<file path="src/rtl/sel2_arbiter_if.sv">
// Requester/grant/data bundle between two producers and the sel2_arbiter.
// master = requester side, slave = arbiter side.
interface sel2_arbiter_if #(
    parameter int WIDTH = 1
);
    logic             REQ_A;
    logic             REQ_B;
    logic [WIDTH-1:0] A;
    logic [WIDTH-1:0] B;
    logic             GNT_A;
    logic             GNT_B;
    logic             SEL;
    logic [WIDTH-1:0] OUT;
    logic             OUT_VALID;

    modport master (
        output REQ_A, REQ_B, A, B,
        input  GNT_A, GNT_B, SEL, OUT, OUT_VALID
    );

    modport slave (
        input  REQ_A, REQ_B, A, B,
        output GNT_A, GNT_B, SEL, OUT, OUT_VALID
    );
endinterface

</file>
<file path="src/rtl/sel2_arbiter.sv">
// Round-robin two-requester arbiter with bounded hold time; owns the 2:1
// select line and registers the selected word. All outputs are registered.
module sel2_arbiter #(
    parameter int WIDTH    = 1,
    parameter int MAX_HOLD = 4
) (
    input logic           CLK,
    input logic           RST_N,
    sel2_arbiter_if.slave bus
);
    typedef enum logic [1:0] {IDLE, GRANT_A, GRANT_B} state_t;

    localparam logic [8:0] HOLD_LIM = 9'(MAX_HOLD);
    localparam logic [7:0] CNT_MAX  = 8'(MAX_HOLD);

    state_t           state_q;
    state_t           state_d;
    logic             last_q;     // 1 = B was granted last
    logic [7:0]       cnt_q;
    logic             sel_q;
    logic [WIDTH-1:0] out_p0;
    logic             vld_p0;
    logic             xfer;
    logic             hold_done;

    function automatic logic [7:0] sat_inc(input logic [7:0] c);
        return (c >= CNT_MAX) ? CNT_MAX : c + 8'd1;
    endfunction

    always_comb begin
        state_d   = state_q;
        xfer      = 1'b0;
        hold_done = ({1'b0, cnt_q} + 9'd1) >= HOLD_LIM;
        case (state_q)
            IDLE: begin
                if (bus.REQ_A && bus.REQ_B)
                    state_d = last_q ? GRANT_A : GRANT_B;
                else if (bus.REQ_A)
                    state_d = GRANT_A;
                else if (bus.REQ_B)
                    state_d = GRANT_B;
            end
            GRANT_A: begin
                if (!bus.REQ_A) begin
                    state_d = bus.REQ_B ? GRANT_B : IDLE;
                end else begin
                    xfer = 1'b1;
                    if (bus.REQ_B && hold_done)
                        state_d = GRANT_B;
                end
            end
            GRANT_B: begin
                if (!bus.REQ_B) begin
                    state_d = bus.REQ_A ? GRANT_A : IDLE;
                end else begin
                    xfer = 1'b1;
                    if (bus.REQ_A && hold_done)
                        state_d = GRANT_A;
                end
            end
            default: state_d = IDLE;
        endcase
    end

    // Stage p0: transfer capture and grant bookkeeping
    always_ff @(posedge CLK) begin
        if (!RST_N) begin
            state_q <= IDLE;
            last_q  <= 1'b1;
            cnt_q   <= 8'd0;
            sel_q   <= 1'b0;
            out_p0  <= '0;
            vld_p0  <= 1'b0;
        end else begin
            state_q <= state_d;
            if (xfer) begin
                out_p0 <= sel_q ? bus.B : bus.A;
                vld_p0 <= 1'b1;
                cnt_q  <= sat_inc(cnt_q);
            end else begin
                vld_p0 <= 1'b0;
            end
            // Grant entry overrides the count update of a handoff transfer
            if (state_d != state_q) begin
                if (state_d == GRANT_A) begin
                    sel_q  <= 1'b0;
                    last_q <= 1'b0;
                    cnt_q  <= 8'd0;
                end else if (state_d == GRANT_B) begin
                    sel_q  <= 1'b1;
                    last_q <= 1'b1;
                    cnt_q  <= 8'd0;
                end
            end
        end
    end

    assign bus.GNT_A     = (state_q == GRANT_A);
    assign bus.GNT_B     = (state_q == GRANT_B);
    assign bus.SEL       = sel_q;
    assign bus.OUT       = out_p0;
    assign bus.OUT_VALID = vld_p0;
endmodule

</file>
<file path="src/flat_wrapper.sv">
// flat-port wrapper written by rule: the top's interface ports become plain ports
module sel2_arbiter_flat 
#(
    parameter int WIDTH    = 1,
    parameter int MAX_HOLD = 4
)
  (CLK, RST_N, bus_REQ_A, bus_REQ_B, bus_A, bus_B, bus_GNT_A, bus_GNT_B, bus_SEL, bus_OUT, bus_OUT_VALID);
  sel2_arbiter_if #(.WIDTH(WIDTH)) bus_i ();
  input logic CLK;
  input logic RST_N;
  input wire logic [$bits(bus_i.REQ_A)-1:0] bus_REQ_A;
  input wire logic [$bits(bus_i.REQ_B)-1:0] bus_REQ_B;
  input wire logic [$bits(bus_i.A)-1:0] bus_A;
  input wire logic [$bits(bus_i.B)-1:0] bus_B;
  output wire logic [$bits(bus_i.GNT_A)-1:0] bus_GNT_A;
  output wire logic [$bits(bus_i.GNT_B)-1:0] bus_GNT_B;
  output wire logic [$bits(bus_i.SEL)-1:0] bus_SEL;
  output wire logic [$bits(bus_i.OUT)-1:0] bus_OUT;
  output wire logic [$bits(bus_i.OUT_VALID)-1:0] bus_OUT_VALID;
  assign bus_i.REQ_A = bus_REQ_A;
  assign bus_i.REQ_B = bus_REQ_B;
  assign bus_i.A = bus_A;
  assign bus_i.B = bus_B;
  assign bus_GNT_A = bus_i.GNT_A;
  assign bus_GNT_B = bus_i.GNT_B;
  assign bus_SEL = bus_i.SEL;
  assign bus_OUT = bus_i.OUT;
  assign bus_OUT_VALID = bus_i.OUT_VALID;
  sel2_arbiter #(.WIDTH(WIDTH), .MAX_HOLD(MAX_HOLD)) u_core (.CLK(CLK), .RST_N(RST_N), .bus(bus_i));
endmodule
</file>
<file path="config.mk">
export PLATFORM = sky130hd
export DESIGN_NAME = sel2_arbiter_flat
export DESIGN_NICKNAME = d
export VERILOG_FILES = /design/src/rtl/sel2_arbiter_if.sv /design/src/rtl/sel2_arbiter.sv /design/src/flat_wrapper.sv
export SDC_FILE = /design/constraint.sdc
export NUM_CORES = 1
export LEC_CHECK = 0
export CAP_MARGIN = 10
export CELL_PAD_IN_SITES_DETAIL_PLACEMENT = 0
export CELL_PAD_IN_SITES_GLOBAL_PLACEMENT = 1
export CORE_ASPECT_RATIO = 1.4
export CORE_MARGIN = 8
export CORE_UTILIZATION = 41
export CTS_BUF_LIST = sky130_fd_sc_hd__clkbuf_4 sky130_fd_sc_hd__clkbuf_8 sky130_fd_sc_hd__clkbuf_16
export CTS_CLUSTER_SIZE = 28
export DETAILED_ROUTE_END_ITERATION = 8
export PLACE_DENSITY_LB_ADDON = 0.1
export SETUP_SLACK_MARGIN = 0.02
export SYNTH_ARGS = -nofsm -noshare
export SYNTH_HDL_FRONTEND = slang
export SYNTH_SLANG_ARGS = --single-unit
</file>
<file path="constraint.sdc">
create_clock -name CLK -period 3.14 [get_ports CLK]
set_input_delay 0.471 -clock CLK [delete_from_list [all_inputs] [get_ports CLK]]
set_output_delay 0.471 -clock CLK [all_outputs]
set_load 0.02 [all_outputs]
</file>
# After elaboration in Yosys (flattened, before gate mapping)
# Cells that the tools add are included.
[totals] reg_bits=14 latchBits=0 mem_bits_rw=0 rom_bits=0 in_bits=6 word_cells=44 n_memories=0
[op_classes] addsub=2 multipliers=0 n_div=0 order_cmp=2 n_eq_ne=5 shifts=0 n_mux=23 bitwise=0 reduce_logical=6
[op_table] op="$mux W8" count=5
[op_table] op="$mux W2" count=9
[op_table] op="$add A8 B1 Y9 const B" count=1
[op_table] op="$ge A9 B3 Y1 const B" count=1
[op_table] op="$add A8 B1 Y8 const B" count=1
[op_table] op="$ge A8 B3 Y1 const B" count=1
[op_table] op="$mux W1" count=7
[op_table] op="$pmux W2 S3" count=1
[op_table] op="$eq A2 B1 Y1 const B" count=2
[op_table] op="$eq A2 B2 Y1 const B" count=2
[op_table] op="$logic_and A1 B1 Y1" count=3
[op_table] op="$logic_not A2 Y1" count=1
[op_table] op="$ne A2 B2 Y1" count=1
[op_table] op="$pmux W1 S2" count=1
[op_table] op="$reduce_and A2 Y1" count=1
[op_table] op="$reduce_bool A2 Y1" count=1

# Logic depth before layout (Yosys ltp)
[depth] ltp_word=10 depth_mapped=11

# Worst setup path after synthesis
# OpenSTA, ideal clock, no wires.
[synth_path] path_kind="reg2reg" start="reg u_core.cnt_q[0]" end="reg u_core.last_q" setup_ps=121 arrival_time_ps=2720 setup_slack_ps=299 path_stages_with_launch=11 path_buffers=0 path_cell_list="dfxtp_1 -> ha_1 -> or3_1 -> a211oi_2 -> a21boi_2 -> o31a_2 -> o22ai_1 -> and2_1 -> ha_1 -> a41oi_1 -> mux2_2"
[synth_via] elab_chain_cells=9 elab_cells_between_ends=15
[synth_lines] item="start: declaration" line="sel2_arbiter.sv:19" source="logic [7:0] cnt_q;"
[synth_lines] item="start signal: assignment" line="sel2_arbiter.sv:79" source="cnt_q <= sat_inc(cnt_q);"
[synth_lines] item="$add A8 B1 Y9 *" line="sel2_arbiter.sv:33" source="hold_done = ({1'b0, cnt_q} + 9'd1) >= HOLD_LIM;"
[synth_lines] item="$ge A9 B3 Y1 *" line="sel2_arbiter.sv:33"
[synth_lines] item="$logic_and A1 B1 Y1, on equally long branches" line="sel2_arbiter.sv:57, sel2_arbiter.sv:48"
[synth_lines] item="$mux W2, on equally long branches" line="sel2_arbiter.sv:57, sel2_arbiter.sv:48"
[synth_lines] item="$mux W2, on equally long branches" line="sel2_arbiter.sv:53, sel2_arbiter.sv:44"
[synth_lines] item="$pmux W2 S3 *" line="sel2_arbiter.sv:34" source="case (state_q)"
[synth_lines] item="$eq A2 B2 Y1 or $eq A2 B1 Y1 (tied branches)" line="sel2_arbiter.sv:89, sel2_arbiter.sv:85"
[synth_lines] item="$reduce_bool A2 Y1 (no source line)"
[synth_lines] item="$reduce_and A2 Y1 (no source line)"
[synth_lines] item="end signal: assignment" line="sel2_arbiter.sv:69" source="last_q <= 1'b1;"
[synth_lines] item="end signal: assignment" line="sel2_arbiter.sv:87" source="last_q <= 1'b0;"
[synth_lines] item="end signal: assignment" line="sel2_arbiter.sv:91" source="last_q <= 1'b1;"
[synth_lines] item="end: declaration" line="sel2_arbiter.sv:18" source="logic last_q;"
# Every way passes the cells marked *; elsewhere a longest branch is shown, timed or not.
# A chain may end at the register's enable or synchronous reset.

# Worst setup path after layout
# Ends and elaborated chain as after synthesis.

==> metrics.yaml <==
post_cts_buffers: 0
maxCapViolCount: 0
end_kind: "flip-flop"
syn_inst: 128
maxSlewHeadroom_pct: 68.1
rows: 21
leakagePower_nw: 0.449
clk_pin_slew_ns: 0.08
initial_core_util_pct: 42.9
period_needed_ns: 2.98
io_pins: 11
grt_max_degree: 13
max_freq_mhz: 336
hold_viol_final: 0
synth-edff-count: 0
drt-vias-per-instance: 5.94
wl_met1_um: 985
die-area_um2: 4350
gp_congestion: 0.887
diodes: 0
vias: 969
synth_seq_cells: 14
final_max_slew_viol_count: 0
cts_tree: "done"
min_path_type: "reg -> reg"
cp.required_ns: 3.31
nets: 155
drtIter0Drc: 40
wl_per_cell_um: 15.3
grt_pass1_vias: 995
dr_wl_met3_um: 54
wl_met2_um: 1340
fin_tns_setup_ns: 0
drc_errors: 0
post-route-period-util_pct: 94.9
clock_skew_ns: 0.00206
core_um2: 2360
rsz0062_at_grt: "yes"
peakVddDrop_uv: 400
p_per_area_nw_per_um2: 591
path_max_fanout: 8
numClockSinks: 14
worstSkewPairLatency_ns: 0.28
die_h_um: 74.9
yosysWarnings: 0
grt.overflow.total: 0
maxUsedRoutingLayer: "met4"
syn_to_final_growth_pct: 19.2
post-dp-hpwl_um: 1990
syn_nets: 142
clock_path_buffers: 2
cts_made_buffers: 3
drt-pass1-iter-count: 3
htreeDepth: 1
syn_area_um2: 1010
port_buffers: 10
grt_first_pass_wirelength_um: 4330
cts-root-buf: "clkbuf_4"
synthArstFlopShare_pct: 0
syn_area_per_cell_um2: 7.93
drive_gt1_share_pct: 12.9
worst_ep_arrival_time_ns: 3.15
start_kind: "flip-flop"
ant_nets: 0
yosysUniqueCellTypes: 41
critPathKind: "reg -> reg"
antenna_found_initial: 0
dp_slack_ns: 0.0265
track_usage_pct: 12.6
outcome: "finished, final reports clean"
cts_hold_buf: 0
seq_area_frac_synth_pct: 27.6
wl_um: 2490
synth-main-ff-cell: "dfxtp_1"
die_x_um: 58.0
worst_slew_pin_slew_ns: 0.471
fin_ws_ns: 0.160
setup_viol: 0
## where the power goes
group | total (mW) | internal, mW | switching, mW
Clock | 0.127 | 0.0705 | 0.0568
Combinational | 0.363 | 0.151 | 0.212
Sequential | 0.225 | 0.197 | 0.0279
## synthesized netlist by cell type, types with 2 or more instances
cell type | count | area (µm²)
clkbuf_1 | 3 | 11.3
o21ai_0 | 2 | 10.0
mux2i_1 | 2 | 20.0
o211ai_1 | 3 | 22.5
nor3_1 | 4 | 20.0
inv_1 | 9 | 33.8
nand2b_1 | 4 | 25.0
and2_1 | 3 | 18.8
ha_1 | 8 | 100
nand3_1 | 7 | 35.0
a211oi_1 | 10 | 75.1
nor2_1 | 7 | 26.3
a21oi_1 | 7 | 35.0
nand2_1 | 17 | 63.8
dfxtp_1 | 14 | 280
nand3b_1 | 3 | 22.5
## sequential cells by signal, indices dropped and copies added (netlist names)
name,cells
u_core.bus.SEL,1
u_core.bus.OUT,1
u_core.cnt_q,8
u_core.last_q,1
u_core.state_q,2
u_core.bus.OUT_VALID,1
## timing repair
action | CTS | global route
resized for setup | 2 | 2
pin swaps | 0 | 2
endpoints found under the setup margin | 1 | 6
## worst max-delay path, stage by stage (launching register included)
cell and delay [ns]:
dfxtp_1 0.35, ha_1 0.26, or3_1 0.34, a211oi_2 0.27
a21boi_4 0.14, o31a_2 0.34, o22ai_2 0.20, and2_1 0.18
ha_1 0.24, a41oi_2 0.20, mux2_2 0.35
## cell families after synthesis
group | synth area share [%]
compound gates | 27.5
mux | 3.08
flops | 27.6
fa+ha+maj | 9.86
simple gates | 26.6
buf+inv | 5.30
## per-stage QoR
stage | hold slack (ns) | area (µm²) | power, mW | instances | util [%]
after floorplan | 0.436 | 1010 | 0.483 | 128 | -
after global placement | 0.455 | 1150 | 0.574 | 159 | 48.5
after detailed placement | 0.464 | 1150 | 0.580 | 159 | 48.5
after CTS | 0.480 | 1190 | 0.716 | 163 | 50.5
after global routing | 0.500 | 1210 | 0.774 | 163 | 51.2
final | 0.477 | 1210 | 0.716 | 163 | 51.2
## per-layer routing
metal,up-vias,GRT usage (%)
met1,451,12.3
met4,0,9.29
li1,491,-
met5,-,0
met3,12,1.37
met2,15,23.8
## worst paths after layout
path	endpoint	startpoint	cells past startpoint	slack [ns]
hold / removal	u_core.cnt_q[4]	u_core.cnt_q[4]	2	0.48
setup reg to reg	u_core.last_q	u_core.cnt_q[0]	10	0.16
setup / recovery	u_core.last_q	u_core.cnt_q[0]	10	0.16
hold reg to reg	u_core.cnt_q[4]	u_core.cnt_q[4]	2	0.48
## cell type report
cell class                      count  area, µm²
Fill cell                         248       1150
Multi-Input combinational cell    100        708
Sequential cell                    14        280
Timing Repair Buffer               13        123
Clock buffer                        4       36.3
Inverter                            9       33.8
Tap cell                           23       28.8
## cell usage in the layout (no fill, tap or decap), drive strengths merged, types with 3 or more instances in the layout
cell type | synthesis | final
ha | 8 | 8
nand3 | 7 | 7
a211oi | 11 | 11
clkdlybuf4s50 | 0 | 10
clkbuf | 3 | 4
a21oi | 7 | 7
and2 | 3 | 3
nor2 | 7 | 7
dfxtp | 14 | 14
nor3 | 4 | 4
o211ai | 3 | 3
buf | 2 | 3
nand2 | 17 | 17
nand2b | 4 | 4
inv | 9 | 9
nand3b | 3 | 3
No activity file was read; power rests on OpenSTA's default activity.
